==> src/rtl/alarm_pkg.sv <==
// Shared alarm-clock definitions: adjust field codes, set-mode state encoding
// and helpers for sizing counters and mapping states to field selects.
package alarm_pkg;

   localparam logic [1:0] ADJ_SEC  = 2'd0;
   localparam logic [1:0] ADJ_MIN  = 2'd1;
   localparam logic [1:0] ADJ_HOUR = 2'd2;
   localparam logic [1:0] ADJ_NONE = 2'd3;

   typedef enum logic [1:0] {
      ST_RUN      = 2'd0,
      ST_SET_HOUR = 2'd1,
      ST_SET_MIN  = 2'd2,
      ST_SET_SEC  = 2'd3
   } state_t;

   // Bits needed for a counter that runs 0..n-1, never narrower than one bit.
   function automatic int cnt_width(input int n);
      return (n > 1) ? $clog2(n) : 1;
   endfunction

   function automatic logic [1:0] adj_of(input state_t s);
      case (s)
         ST_SET_HOUR: return ADJ_HOUR;
         ST_SET_MIN:  return ADJ_MIN;
         ST_SET_SEC:  return ADJ_SEC;
         default:     return ADJ_NONE;
      endcase
   endfunction

endpackage

==> src/rtl/time_set_ctrl_if.sv <==
// Key inputs and counter-chain controls between the debouncers, the set
// controller and the hour/minute/second counters.
interface time_set_ctrl_if;
   logic       sw17;
   logic       key_mode;
   logic       key_up;
   logic       key_dn;
   logic [1:0] adjust;
   logic       key_inc;
   logic       key_dec;
   logic       en;
   logic       blink;

   modport master (
      output sw17, key_mode, key_up, key_dn,
      input  adjust, key_inc, key_dec, en, blink
   );

   modport slave (
      input  sw17, key_mode, key_up, key_dn,
      output adjust, key_inc, key_dec, en, blink
   );
endinterface

==> src/rtl/key_repeat.sv <==
// Turns one debounced key level into a single-cycle press pulse followed by
// auto-repeat pulses while the key stays held.
module key_repeat
   import alarm_pkg::*;
#(
   parameter int REPEAT_DLY = 25_000_000,
   parameter int REPEAT_PER = 5_000_000
) (
   input  logic clk,
   input  logic rst,
   input  logic key,
   input  logic enable,
   input  logic inhibit,
   output logic rise,
   output logic pulse
);

   localparam int RPT_MAX = (REPEAT_DLY > REPEAT_PER) ? REPEAT_DLY : REPEAT_PER;
   localparam int CNT_W   = cnt_width(RPT_MAX);

   logic             prev_reg;
   logic             active_reg, active_next;
   logic             first_reg, first_next;
   logic [CNT_W-1:0] cnt_reg, cnt_next;
   logic             pulse_reg, pulse_next;

   assign rise  = key & ~prev_reg;
   assign pulse = pulse_reg;

   // A repeat only runs after a press pulse; losing the key, the enable or
   // seeing both keys down drops it, so resuming always needs a fresh edge.
   always_comb begin
      active_next = active_reg;
      first_next  = first_reg;
      cnt_next    = cnt_reg;
      pulse_next  = 1'b0;
      if (!enable || inhibit || !key) begin
         active_next = 1'b0;
         first_next  = 1'b0;
         cnt_next    = '0;
      end else if (rise) begin
         pulse_next  = 1'b1;
         active_next = 1'b1;
         first_next  = 1'b1;
         cnt_next    = '0;
      end else if (active_reg) begin
         if ((first_reg && cnt_reg == CNT_W'(REPEAT_DLY - 1)) ||
             (!first_reg && cnt_reg == CNT_W'(REPEAT_PER - 1))) begin
            pulse_next = 1'b1;
            first_next = 1'b0;
            cnt_next   = '0;
         end else begin
            cnt_next = cnt_reg + 1'b1;
         end
      end
   end

   always_ff @(posedge clk) begin
      if (rst) begin
         prev_reg   <= 1'b0;
         active_reg <= 1'b0;
         first_reg  <= 1'b0;
         cnt_reg    <= '0;
         pulse_reg  <= 1'b0;
      end else begin
         prev_reg   <= key;
         active_reg <= active_next;
         first_reg  <= first_next;
         cnt_reg    <= cnt_next;
         pulse_reg  <= pulse_next;
      end
   end

endmodule

==> src/rtl/time_set_ctrl.sv <==
// Set-mode sequencer for the alarm clock counter chain: field select FSM,
// idle timeout, 1 Hz enable prescaler, blink timer and up/down key pulses.
module time_set_ctrl
   import alarm_pkg::*;
#(
   parameter int TICK_DIV   = 50_000_000,
   parameter int REPEAT_DLY = 25_000_000,
   parameter int REPEAT_PER = 5_000_000,
   parameter int TIMEOUT    = 500_000_000
) (
   input  logic           clk,
   input  logic           rst,
   time_set_ctrl_if.slave bus
);

   localparam int HALF_DIV = (TICK_DIV / 2 > 0) ? TICK_DIV / 2 : 1;
   localparam int TICK_W   = cnt_width(TICK_DIV);
   localparam int BLK_W    = cnt_width(HALF_DIV);
   localparam int IDLE_W   = cnt_width(TIMEOUT);

   state_t              state_reg, state_next;
   logic                mode_prev_reg;
   logic                mode_rise;
   logic [1:0]          key_vec, rise_vec, pulse_vec;
   logic                in_set, timeout_hit, leave_set, rep_enable, both_held;
   logic [IDLE_W-1:0]   idle_reg, idle_next;
   logic [TICK_W-1:0]   presc_reg, presc_next;
   logic [BLK_W-1:0]    blk_cnt_reg, blk_cnt_next;
   logic                en_reg, en_next;
   logic                blink_reg, blink_next;
   logic [1:0]          adjust_reg, adjust_next;

   assign mode_rise   = bus.key_mode & ~mode_prev_reg;
   assign in_set      = (state_reg != ST_RUN);
   assign timeout_hit = in_set && (idle_reg == IDLE_W'(TIMEOUT - 1));
   assign leave_set   = !bus.sw17 || timeout_hit;
   // A mode edge wins over a simultaneous up/down edge.
   assign rep_enable  = in_set & bus.sw17 & ~mode_rise & ~timeout_hit;
   assign both_held   = bus.key_up & bus.key_dn;
   assign key_vec     = {bus.key_dn, bus.key_up};

   generate
      for (genvar gi = 0; gi < 2; gi++) begin : g_key
         key_repeat #(
            .REPEAT_DLY (REPEAT_DLY),
            .REPEAT_PER (REPEAT_PER)
         ) u_rep (
            .clk     (clk),
            .rst     (rst),
            .key     (key_vec[gi]),
            .enable  (rep_enable),
            .inhibit (both_held),
            .rise    (rise_vec[gi]),
            .pulse   (pulse_vec[gi])
         );
      end
   endgenerate

   always_ff @(posedge clk) begin
      if (rst) begin
         state_reg <= ST_RUN;
      end else begin
         state_reg <= state_next;
      end
   end

   always_comb begin
      state_next = state_reg;
      case (state_reg)
         ST_RUN: begin
            if (mode_rise && bus.sw17) state_next = ST_SET_HOUR;
         end
         ST_SET_HOUR: begin
            if (leave_set)      state_next = ST_RUN;
            else if (mode_rise) state_next = ST_SET_MIN;
         end
         ST_SET_MIN: begin
            if (leave_set)      state_next = ST_RUN;
            else if (mode_rise) state_next = ST_SET_SEC;
         end
         default: begin
            if (leave_set || mode_rise) state_next = ST_RUN;
         end
      endcase
   end

   always_comb begin
      adjust_next  = adj_of(state_next);
      idle_next    = idle_reg + 1'b1;
      presc_next   = '0;
      en_next      = 1'b0;
      blk_cnt_next = '0;
      blink_next   = 1'b0;
      if (state_next == ST_RUN || state_next != state_reg || mode_rise || (|rise_vec)) begin
         idle_next = '0;
      end
      // Only a full cycle of RUN counts, so no tick escapes on the entry edge
      // and the first tick after exit is a full period away.
      if (state_reg == ST_RUN && state_next == ST_RUN) begin
         if (presc_reg == TICK_W'(TICK_DIV - 1)) begin
            en_next = 1'b1;
         end else begin
            presc_next = presc_reg + 1'b1;
         end
      end
      if (state_next != ST_RUN) begin
         blink_next = blink_reg;
         if (blk_cnt_reg == BLK_W'(HALF_DIV - 1)) begin
            blink_next = ~blink_reg;
         end else begin
            blk_cnt_next = blk_cnt_reg + 1'b1;
         end
      end
   end

   always_ff @(posedge clk) begin
      if (rst) begin
         mode_prev_reg <= 1'b0;
         idle_reg      <= '0;
         presc_reg     <= '0;
         blk_cnt_reg   <= '0;
         en_reg        <= 1'b0;
         blink_reg     <= 1'b0;
         adjust_reg    <= ADJ_NONE;
      end else begin
         mode_prev_reg <= bus.key_mode;
         idle_reg      <= idle_next;
         presc_reg     <= presc_next;
         blk_cnt_reg   <= blk_cnt_next;
         en_reg        <= en_next;
         blink_reg     <= blink_next;
         adjust_reg    <= adjust_next;
      end
   end

   assign bus.adjust  = adjust_reg;
   assign bus.key_inc = pulse_vec[0];
   assign bus.key_dec = pulse_vec[1];
   assign bus.en      = en_reg;
   assign bus.blink   = blink_reg;

endmodule

==> src/flat_wrapper.sv <==
// flat-port wrapper written by rule: the top's interface ports become plain ports
module time_set_ctrl_flat import alarm_pkg::*;
#(
   parameter int TICK_DIV   = 50_000_000,
   parameter int REPEAT_DLY = 25_000_000,
   parameter int REPEAT_PER = 5_000_000,
   parameter int TIMEOUT    = 500_000_000
)
  (clk, rst, bus_sw17, bus_key_mode, bus_key_up, bus_key_dn, bus_adjust, bus_key_inc, bus_key_dec, bus_en, bus_blink);
  time_set_ctrl_if bus_i ();
  input  logic clk;
  input  logic rst;
  input wire logic [$bits(bus_i.sw17)-1:0] bus_sw17;
  input wire logic [$bits(bus_i.key_mode)-1:0] bus_key_mode;
  input wire logic [$bits(bus_i.key_up)-1:0] bus_key_up;
  input wire logic [$bits(bus_i.key_dn)-1:0] bus_key_dn;
  output wire logic [$bits(bus_i.adjust)-1:0] bus_adjust;
  output wire logic [$bits(bus_i.key_inc)-1:0] bus_key_inc;
  output wire logic [$bits(bus_i.key_dec)-1:0] bus_key_dec;
  output wire logic [$bits(bus_i.en)-1:0] bus_en;
  output wire logic [$bits(bus_i.blink)-1:0] bus_blink;
  assign bus_i.sw17 = bus_sw17;
  assign bus_i.key_mode = bus_key_mode;
  assign bus_i.key_up = bus_key_up;
  assign bus_i.key_dn = bus_key_dn;
  assign bus_adjust = bus_i.adjust;
  assign bus_key_inc = bus_i.key_inc;
  assign bus_key_dec = bus_i.key_dec;
  assign bus_en = bus_i.en;
  assign bus_blink = bus_i.blink;
  time_set_ctrl #(.TICK_DIV(TICK_DIV), .REPEAT_DLY(REPEAT_DLY), .REPEAT_PER(REPEAT_PER), .TIMEOUT(TIMEOUT)) u_core (.clk(clk), .rst(rst), .bus(bus_i));
endmodule
==> config.mk <==
export PLATFORM = sky130hd
export DESIGN_NAME = time_set_ctrl_flat
export DESIGN_NICKNAME = d
export VERILOG_FILES = /design/src/rtl/alarm_pkg.sv /design/src/rtl/time_set_ctrl_if.sv /design/src/rtl/key_repeat.sv /design/src/rtl/time_set_ctrl.sv /design/src/flat_wrapper.sv
export SDC_FILE = /design/constraint.sdc
export NUM_CORES = 1
export LEC_CHECK = 0
export ABC_AREA = 0
export CAP_MARGIN = 20
export CORE_ASPECT_RATIO = 0.75
export CORE_MARGIN = 2
export CORE_UTILIZATION = 32
export CTS_CLUSTER_DIAMETER = 200
export DETAILED_ROUTE_END_ITERATION = 7
export SLEW_MARGIN = 20
export SYNTH_ARGS = -nofsm -noshare
export SYNTH_HDL_FRONTEND = slang
export SYNTH_SLANG_ARGS = --single-unit
==> constraint.sdc <==
create_clock -name clk -period 1.9 [get_ports clk]
set_input_delay 0.38 -clock clk [delete_from_list [all_inputs] [get_ports clk]]
set_output_delay 0.38 -clock clk [all_outputs]
set_load 0.03 [all_outputs]
==> reports/results.ini, run 1 <==
[run_status]
status=complete, but fails checks
failed_checks=negative setup slack

[setup_path]
worst_path_max_delay_cell=sky130_fd_sc_hd__or4_4
crit_required_ns=2.20
critPathTopFamily=simple AND/OR/NAND/NOR gates
cp.buffers_inverters=2
max_stage_delay_ns=0.55
category_of_the_worst_setup_path_launch_point=flip-flop
path_cells=or4_4, nor3b_4, a31oi_4, buf_6, o2111ai_4, clkbuf_16, a21oi_1
critical_path.max_fanout=7
cp_data_arrival_time_ns=2.21
timing.critical_path.to_type=flip-flop
path_class=reg2reg

[global_routing]
grt_util_all_layers_pct=12.6
number_of_global_route_vias_before_repair=4661
grt_pass1_wl_mm=22.2
grt_start_max_net_pins=30
number_of_antenna_violations_at_the_first_check_in_global_routing=0
globalRouteOverflowTotal=0

[floorplanning]
die-height_um=127
rows=45
initial_utilization_pct=32.3
ioPinCount=12
die-width_um=168
core_region_area_sq_mm=0.0200
die_area_sq_mm=0.0214

[synthesis]
yosys_warnings=0
ys_types=49
synth.ff_latch_count=145
synth_sequential_area_ratio_pct=44.9
synth_enable_flop_cells=0
postSynth.topFlopCell=sky130_fd_sc_hd__dfxtp_1
average_cell_area_after_synthesis_sq_um=8.78
synth_area_leader_cell=sky130_fd_sc_hd__dfxtp_1
synth_top_area_share_pct=44.9
postSynthCellCount=737
async_flop_share_pct=0
synth.net_count=748
synthTopCellsByArea=sky130_fd_sc_hd__dfxtp_1 45%, sky130_fd_sc_hd__xor2_1 9.9%, sky130_fd_sc_hd__nor2_1 8.8%
syn_area_sq_mm=0.00647

[routing]
post_drt_wl_per_cell_um=12.1
dr.pass1.iters=4
via_count=5173
drt_iter0_drc=275
antenna_violating_nets_post_route=0
post-route-drc-count=0
wirelength_mm=13.5
route.detailed.vias_per_inst=4.64

[power]
comb_power_share_pct=2.0
power_frac_clock_pct=50.8
total_leakage_power_nw=2.84
power.density_cell_area_mw_per_mm2=775
sequentialPowerShare_pct=47.2
p_switching_mw=1.49
netSwitchingFraction_pct=23.0
post-layout-total-power_mw=6.49
internal_power_mw=4.99
vdd.ir_drop.worst_mv=0.576

[clock_network]
clock-sinks=145
worst_skew_pair.late_latency_ns=0.42
clock_tree_from_tritoncts=done
ctsLongestPathBuffers=2
clock_tree_root_buffer_cell=sky130_fd_sc_hd__clkbuf_16
clk_pin_slew_worst_paths_ns=0.06
cts_inserted_buffers=17
cts_hold_repair.buffers=0
clock_tree.htree_level_count=4

[sta]
timing.final.max_slew_violations=0
fin_crit_sh_pct=100
clock-skew-final_ns=0.0142
whs_ns=0.503
timing.max_slew.rel_slack_pct=68.3
rsz_0062_raised_after_global_routing=yes
setup_viol=2
finalWorstSetupSlack_ns=-0.00438
fin_setup_tns_ns=-0.00815
max_slew.worst_pin.slew_ns=0.472
highest_achievable_clock_rate_mhz=525
hold_viol_final=0
finalCriticalPeriod_ns=1.90

[finish]
antenna_cells_inserted=0
fin_area_sq_mm=0.00837
share_of_layout_cells_above_drive_strength_1_pct=19.4
number_of_nets_in_the_finished_design=855
largest_register_ffs=50
final_standard_cell_utilization_of_the_core_pct=41.7
area.growth.synth_to_final_pct=29.3

[place]
globalplace.congestion=0.757
dp_hpwl_mm=8.98
post_dp_cell_area_sq_mm=0.00750
port_buffers=11

[job]
max_cap_violations=0

[min_path]
holdCritPathClass=reg2reg

[what timing repair did]
action / in CTS / in global routing
gates cloned: 0 / 4
setup endpoints to repair: 83 / 128
buffers inserted: 1 / 1
pin swaps: 4 / 18
resized for setup: 15 / 22
[Yosys cell counts, types with 2 or more instances]
master                        n
sky130_fd_sc_hd__nor4b_1      4
sky130_fd_sc_hd__a21oi_1     11
sky130_fd_sc_hd__nand4_1     36
sky130_fd_sc_hd__or4_1        3
sky130_fd_sc_hd__o21ai_0      3
sky130_fd_sc_hd__buf_2        3
sky130_fd_sc_hd__nand2_1     46
sky130_fd_sc_hd__or2_2        2
sky130_fd_sc_hd__nor2b_1      4
sky130_fd_sc_hd__buf_6        5
sky130_fd_sc_hd__xnor2_1     48
sky130_fd_sc_hd__clkbuf_1     4
sky130_fd_sc_hd__nand2b_1     5
sky130_fd_sc_hd__and4_1      12
sky130_fd_sc_hd__or3_1        4
sky130_fd_sc_hd__nand4b_1     3
sky130_fd_sc_hd__dfxtp_1    145
sky130_fd_sc_hd__nand3_1     56
sky130_fd_sc_hd__nor3_1      21
sky130_fd_sc_hd__buf_4        5
sky130_fd_sc_hd__o2111ai_1    3
sky130_fd_sc_hd__nor4_1      18
sky130_fd_sc_hd__nand4_2      2
sky130_fd_sc_hd__and2_1       5
sky130_fd_sc_hd__nor2_1     151
sky130_fd_sc_hd__ha_1         5
sky130_fd_sc_hd__xor2_1      73
sky130_fd_sc_hd__or4b_2       2
sky130_fd_sc_hd__inv_1       18
sky130_fd_sc_hd__and3_1      21
[final cells by class]
type | instances | area, sq um
clock buffer | 18 | 439
clock inverter | 14 | 145
fill | 1963 | 11700
inverter | 18 | 67.6
multi-input combinational | 557 | 3540
sequential | 145 | 2910
tap | 258 | 323
timing repair buffer | 105 | 941
[worst paths after layout]
path                                                     start                             end  slack, ns  cells after the start
worst max-delay path             u_core.idle_reg[9]$_SDFF_PP0_  u_core.idle_reg[28]$_SDFF_PP0_     -0.004                      7
worst min-delay path            u_core.idle_reg[28]$_SDFF_PP0_  u_core.idle_reg[28]$_SDFF_PP0_       0.50                      2
worst max register to register   u_core.idle_reg[9]$_SDFF_PP0_  u_core.idle_reg[28]$_SDFF_PP0_     -0.004                      7
worst min register to register  u_core.idle_reg[28]$_SDFF_PP0_  u_core.idle_reg[28]$_SDFF_PP0_       0.50                      2
[per-stage QoR]
step | setup WS, ns | cells
2_1_floorplan | 0.0231 | 737
3_3_place_gp | -0.262 | 1077
3_5_place_dp | -0.276 | 1077
4_1_cts | -0.00190 | 1110
5_1_grt | -0.0788 | 1115
6_report | -0.00438 | 1115
[per-layer routing]
metal | up-vias | global-route usage [%] | wire length, um
met5 | - | 0 | 0
met4 | 0 | 4.11 | 165
met3 | 12 | 3.13 | 334
met2 | 46 | 18.1 | 5400
met1 | 2355 | 18.5 | 7550
li1 | 2760 | - | -
[power groups by stage]
stage	clock network, mW	logic, mW	registers (mW)
after floorplan	0	0.0606	3.13
after global placement	0	0.121	3.13
after detailed placement	0	0.121	3.13
after CTS	3.36	0.122	3.06
after global routing	3.50	0.139	3.06
final	3.29	0.129	3.06
[worst min-delay path: stages (launching register included)]
cell,delay [ns]
sky130_fd_sc_hd__dfxtp_1,0.32
sky130_fd_sc_hd__o21ai_0,0.08
sky130_fd_sc_hd__a21oi_1,0.06
[cell families (layout without fill, tap and decap cells)]
logic type / after synthesis / count (layout) / synth area share [%]
AO/OA/AOI/OAI: 23 / 23 / 2.49
XOR/XNOR: 121 / 121 / 16.4
adder cells (fa/ha/maj): 5 / 5 / 0.967
buffers and inverters: 35 / 155 / 2.96
flip-flops: 145 / 145 / 44.9
multiplexers: 2 / 2 / 0.329
AND/OR/NAND/NOR: 406 / 406 / 32.0
[cells in the final DEF, fill, tap and decap left out, types with 5 or more instances in the layout]
cell,instances
sky130_fd_sc_hd__nand4_1,36
sky130_fd_sc_hd__nor3_1,21
sky130_fd_sc_hd__nor2_1,147
sky130_fd_sc_hd__and3_1,21
sky130_fd_sc_hd__buf_4,83
sky130_fd_sc_hd__nor4_1,14
sky130_fd_sc_hd__buf_12,5
sky130_fd_sc_hd__xnor2_1,48
sky130_fd_sc_hd__xor2_1,73
sky130_fd_sc_hd__dfxtp_1,141
sky130_fd_sc_hd__and4_1,12
sky130_fd_sc_hd__clkdlybuf4s50_1,10
sky130_fd_sc_hd__inv_1,18
sky130_fd_sc_hd__and2_1,5
sky130_fd_sc_hd__nand2b_1,5
sky130_fd_sc_hd__nand2_1,46
sky130_fd_sc_hd__nand3_1,54
sky130_fd_sc_hd__a21oi_1,10
sky130_fd_sc_hd__clkbuf_16,20
(Power assumes the default switching activity.)
==> run 2: changes to the inputs <==
clock period = 2.15 ns   (was 1.9 ns; I/O delays follow)
==> reports/results.ini, run 2 (synthesis results as in run 1) <==
[floorplanning]
core_region_area_sq_mm=0.0200
die_area_sq_mm=0.0214
rows=45
die-height_um=127
ioPinCount=12
die-width_um=168
initial_utilization_pct=32.3

[clock_network]
clock_tree_from_tritoncts=done
clock_tree.htree_level_count=4
ctsLongestPathBuffers=2
cts_hold_repair.buffers=0
clk_pin_slew_worst_paths_ns=0.06
clock-sinks=145
cts_inserted_buffers=17
worst_skew_pair.late_latency_ns=0.42
clock_tree_root_buffer_cell=sky130_fd_sc_hd__clkbuf_16

[setup_path]
cp.buffers_inverters=2
crit_required_ns=2.46
timing.critical_path.to_type=flip-flop
path_class=reg2reg
cp_data_arrival_time_ns=2.32
critPathTopFamily=simple AND/OR/NAND/NOR gates
path_cells=ha_1, and4_1, nand2_1, nor4_2, buf_4, or3b_1, buf_12, nor2_1
worst_path_max_delay_cell=sky130_fd_sc_hd__dfxtp_1
max_stage_delay_ns=0.37
number_of_cells_traversed_by_the_worst_register_to_register_path=8
timing.critical_path.depth=8
category_of_the_worst_setup_path_launch_point=flip-flop
critical_path.max_fanout=25

[finish]
post_layout_nonfiller_instances=1056
largest_register_ffs=50
share_of_layout_cells_above_drive_strength_1_pct=10.9
final_cell_mix=151 x sky130_fd_sc_hd__nor2_1, 145 x sky130_fd_sc_hd__dfxtp_1, 73 x sky130_fd_sc_hd__xor2_1
final_common_cell=sky130_fd_sc_hd__nor2_1
final_standard_cell_utilization_of_the_core_pct=38.6
fin_area_sq_mm=0.00773
number_of_nets_in_the_finished_design=796
area.growth.synth_to_final_pct=19.5
antenna_cells_inserted=0

[min_path]
hold_depth=1
holdCritPathClass=reg2reg

[routing]
via_count=5007
route.detailed.vias_per_inst=4.74
drt_iter0_drc=356
wl_met2_mm=4.93
post-route-drc-count=0
routed_metal_1_wirelength_mm=7.01
highest-signal-layer=met4
post_drt_wl_per_cell_um=11.9
dr.pass1.iters=4
wirelength_mm=12.6
antenna_violating_nets_post_route=0
met3_length_um=536

[power]
total_leakage_power_nw=2.49
post-layout-total-power_mw=5.80
power.density_cell_area_mw_per_mm2=750
vdd.ir_drop.worst_mv=0.466

[sta]
fin_setup_tns_ns=0
timing.max_slew.rel_slack_pct=65.0
clock-skew-final_ns=0.00995
setup_viol=0
highest_achievable_clock_rate_mhz=497
finalCriticalPeriod_ns=2.01
fin_crit_sh_pct=93.5
hold_viol_final=0
max_slew.worst_pin.slew_ns=0.521
whs_ns=0.464
timing.final.max_slew_violations=0
finalWorstSetupSlack_ns=0.140

[place]
port_buffers=11
dp_hpwl_mm=8.85
post_dp_cell_area_sq_mm=0.00710
globalplace.congestion=0.762
place.detailed.instances=1024
dp_slack_ns=-0.108

[global_routing]
globalRouteOverflowTotal=0
number_of_global_route_vias_before_repair=4522
grt_pass1_wl_mm=22.1
number_of_antenna_violations_at_the_first_check_in_global_routing=0
grt_util_all_layers_pct=12.7
grt_start_max_net_pins=30

[run_status]
status=finished, final reports clean

[job]
max_cap_violations=0

## run 2: cell types whose count changed in the layout (fill, tap and decap cells not counted), moves of 4 or more
cell,change
sky130_fd_sc_hd__buf_4,-53
sky130_fd_sc_hd__clkinv_4,-4
sky130_fd_sc_hd__dfxtp_1,+4
sky130_fd_sc_hd__dfxtp_2,-4
sky130_fd_sc_hd__nor2_1,+4
## run 2: path summary, 6_finish.rpt
kind,start,endpoint,slack [ns]
worst max-delay path,u_core.blk_cnt_reg[0]$_SDFF_PP0_,u_core.blk_cnt_reg[22]$_SDFF_PP0_,0.14
worst min-delay path,u_core.presc_reg[0]$_SDFF_PP0_,u_core.presc_reg[0]$_SDFF_PP0_,0.46
worst max register to register,u_core.blk_cnt_reg[0]$_SDFF_PP0_,u_core.blk_cnt_reg[22]$_SDFF_PP0_,0.14
worst min register to register,u_core.presc_reg[0]$_SDFF_PP0_,u_core.presc_reg[0]$_SDFF_PP0_,0.46
## run 2: per-layer routing
layer	track usage, %	vias to the layer above
li1	-	2636
met1	19.1	2289
met2	17.4	72
met3	3.28	10
met4	3.96	0
met5	0	-
## run 2: repair_timing
action / CTS / global route
gates resized for setup: 0 / 5
endpoints found under the setup margin: 0 / 51
hold endpoints to repair: 0 / 0
buffers inserted: 0 / 0
## run 2: final cells by class
cell class | count | area [sq um]
Timing Repair Buffer | 46 | 435
Inverter | 18 | 67.6
Sequential cell | 145 | 2900
Multi-Input combinational cell | 557 | 3400
Clock inverter | 15 | 173
Clock buffer | 17 | 425
Tap cell | 258 | 323
Fill cell | 2001 | 12300
## run 2: where the power goes
group	leakage, nW	total [mW]	internal, mW	switching, mW
Combinational	1.04	0.0945	0.0443	0.0501
Sequential	1.17	2.71	2.70	0.00926
Clock	0.283	3.00	1.75	1.25
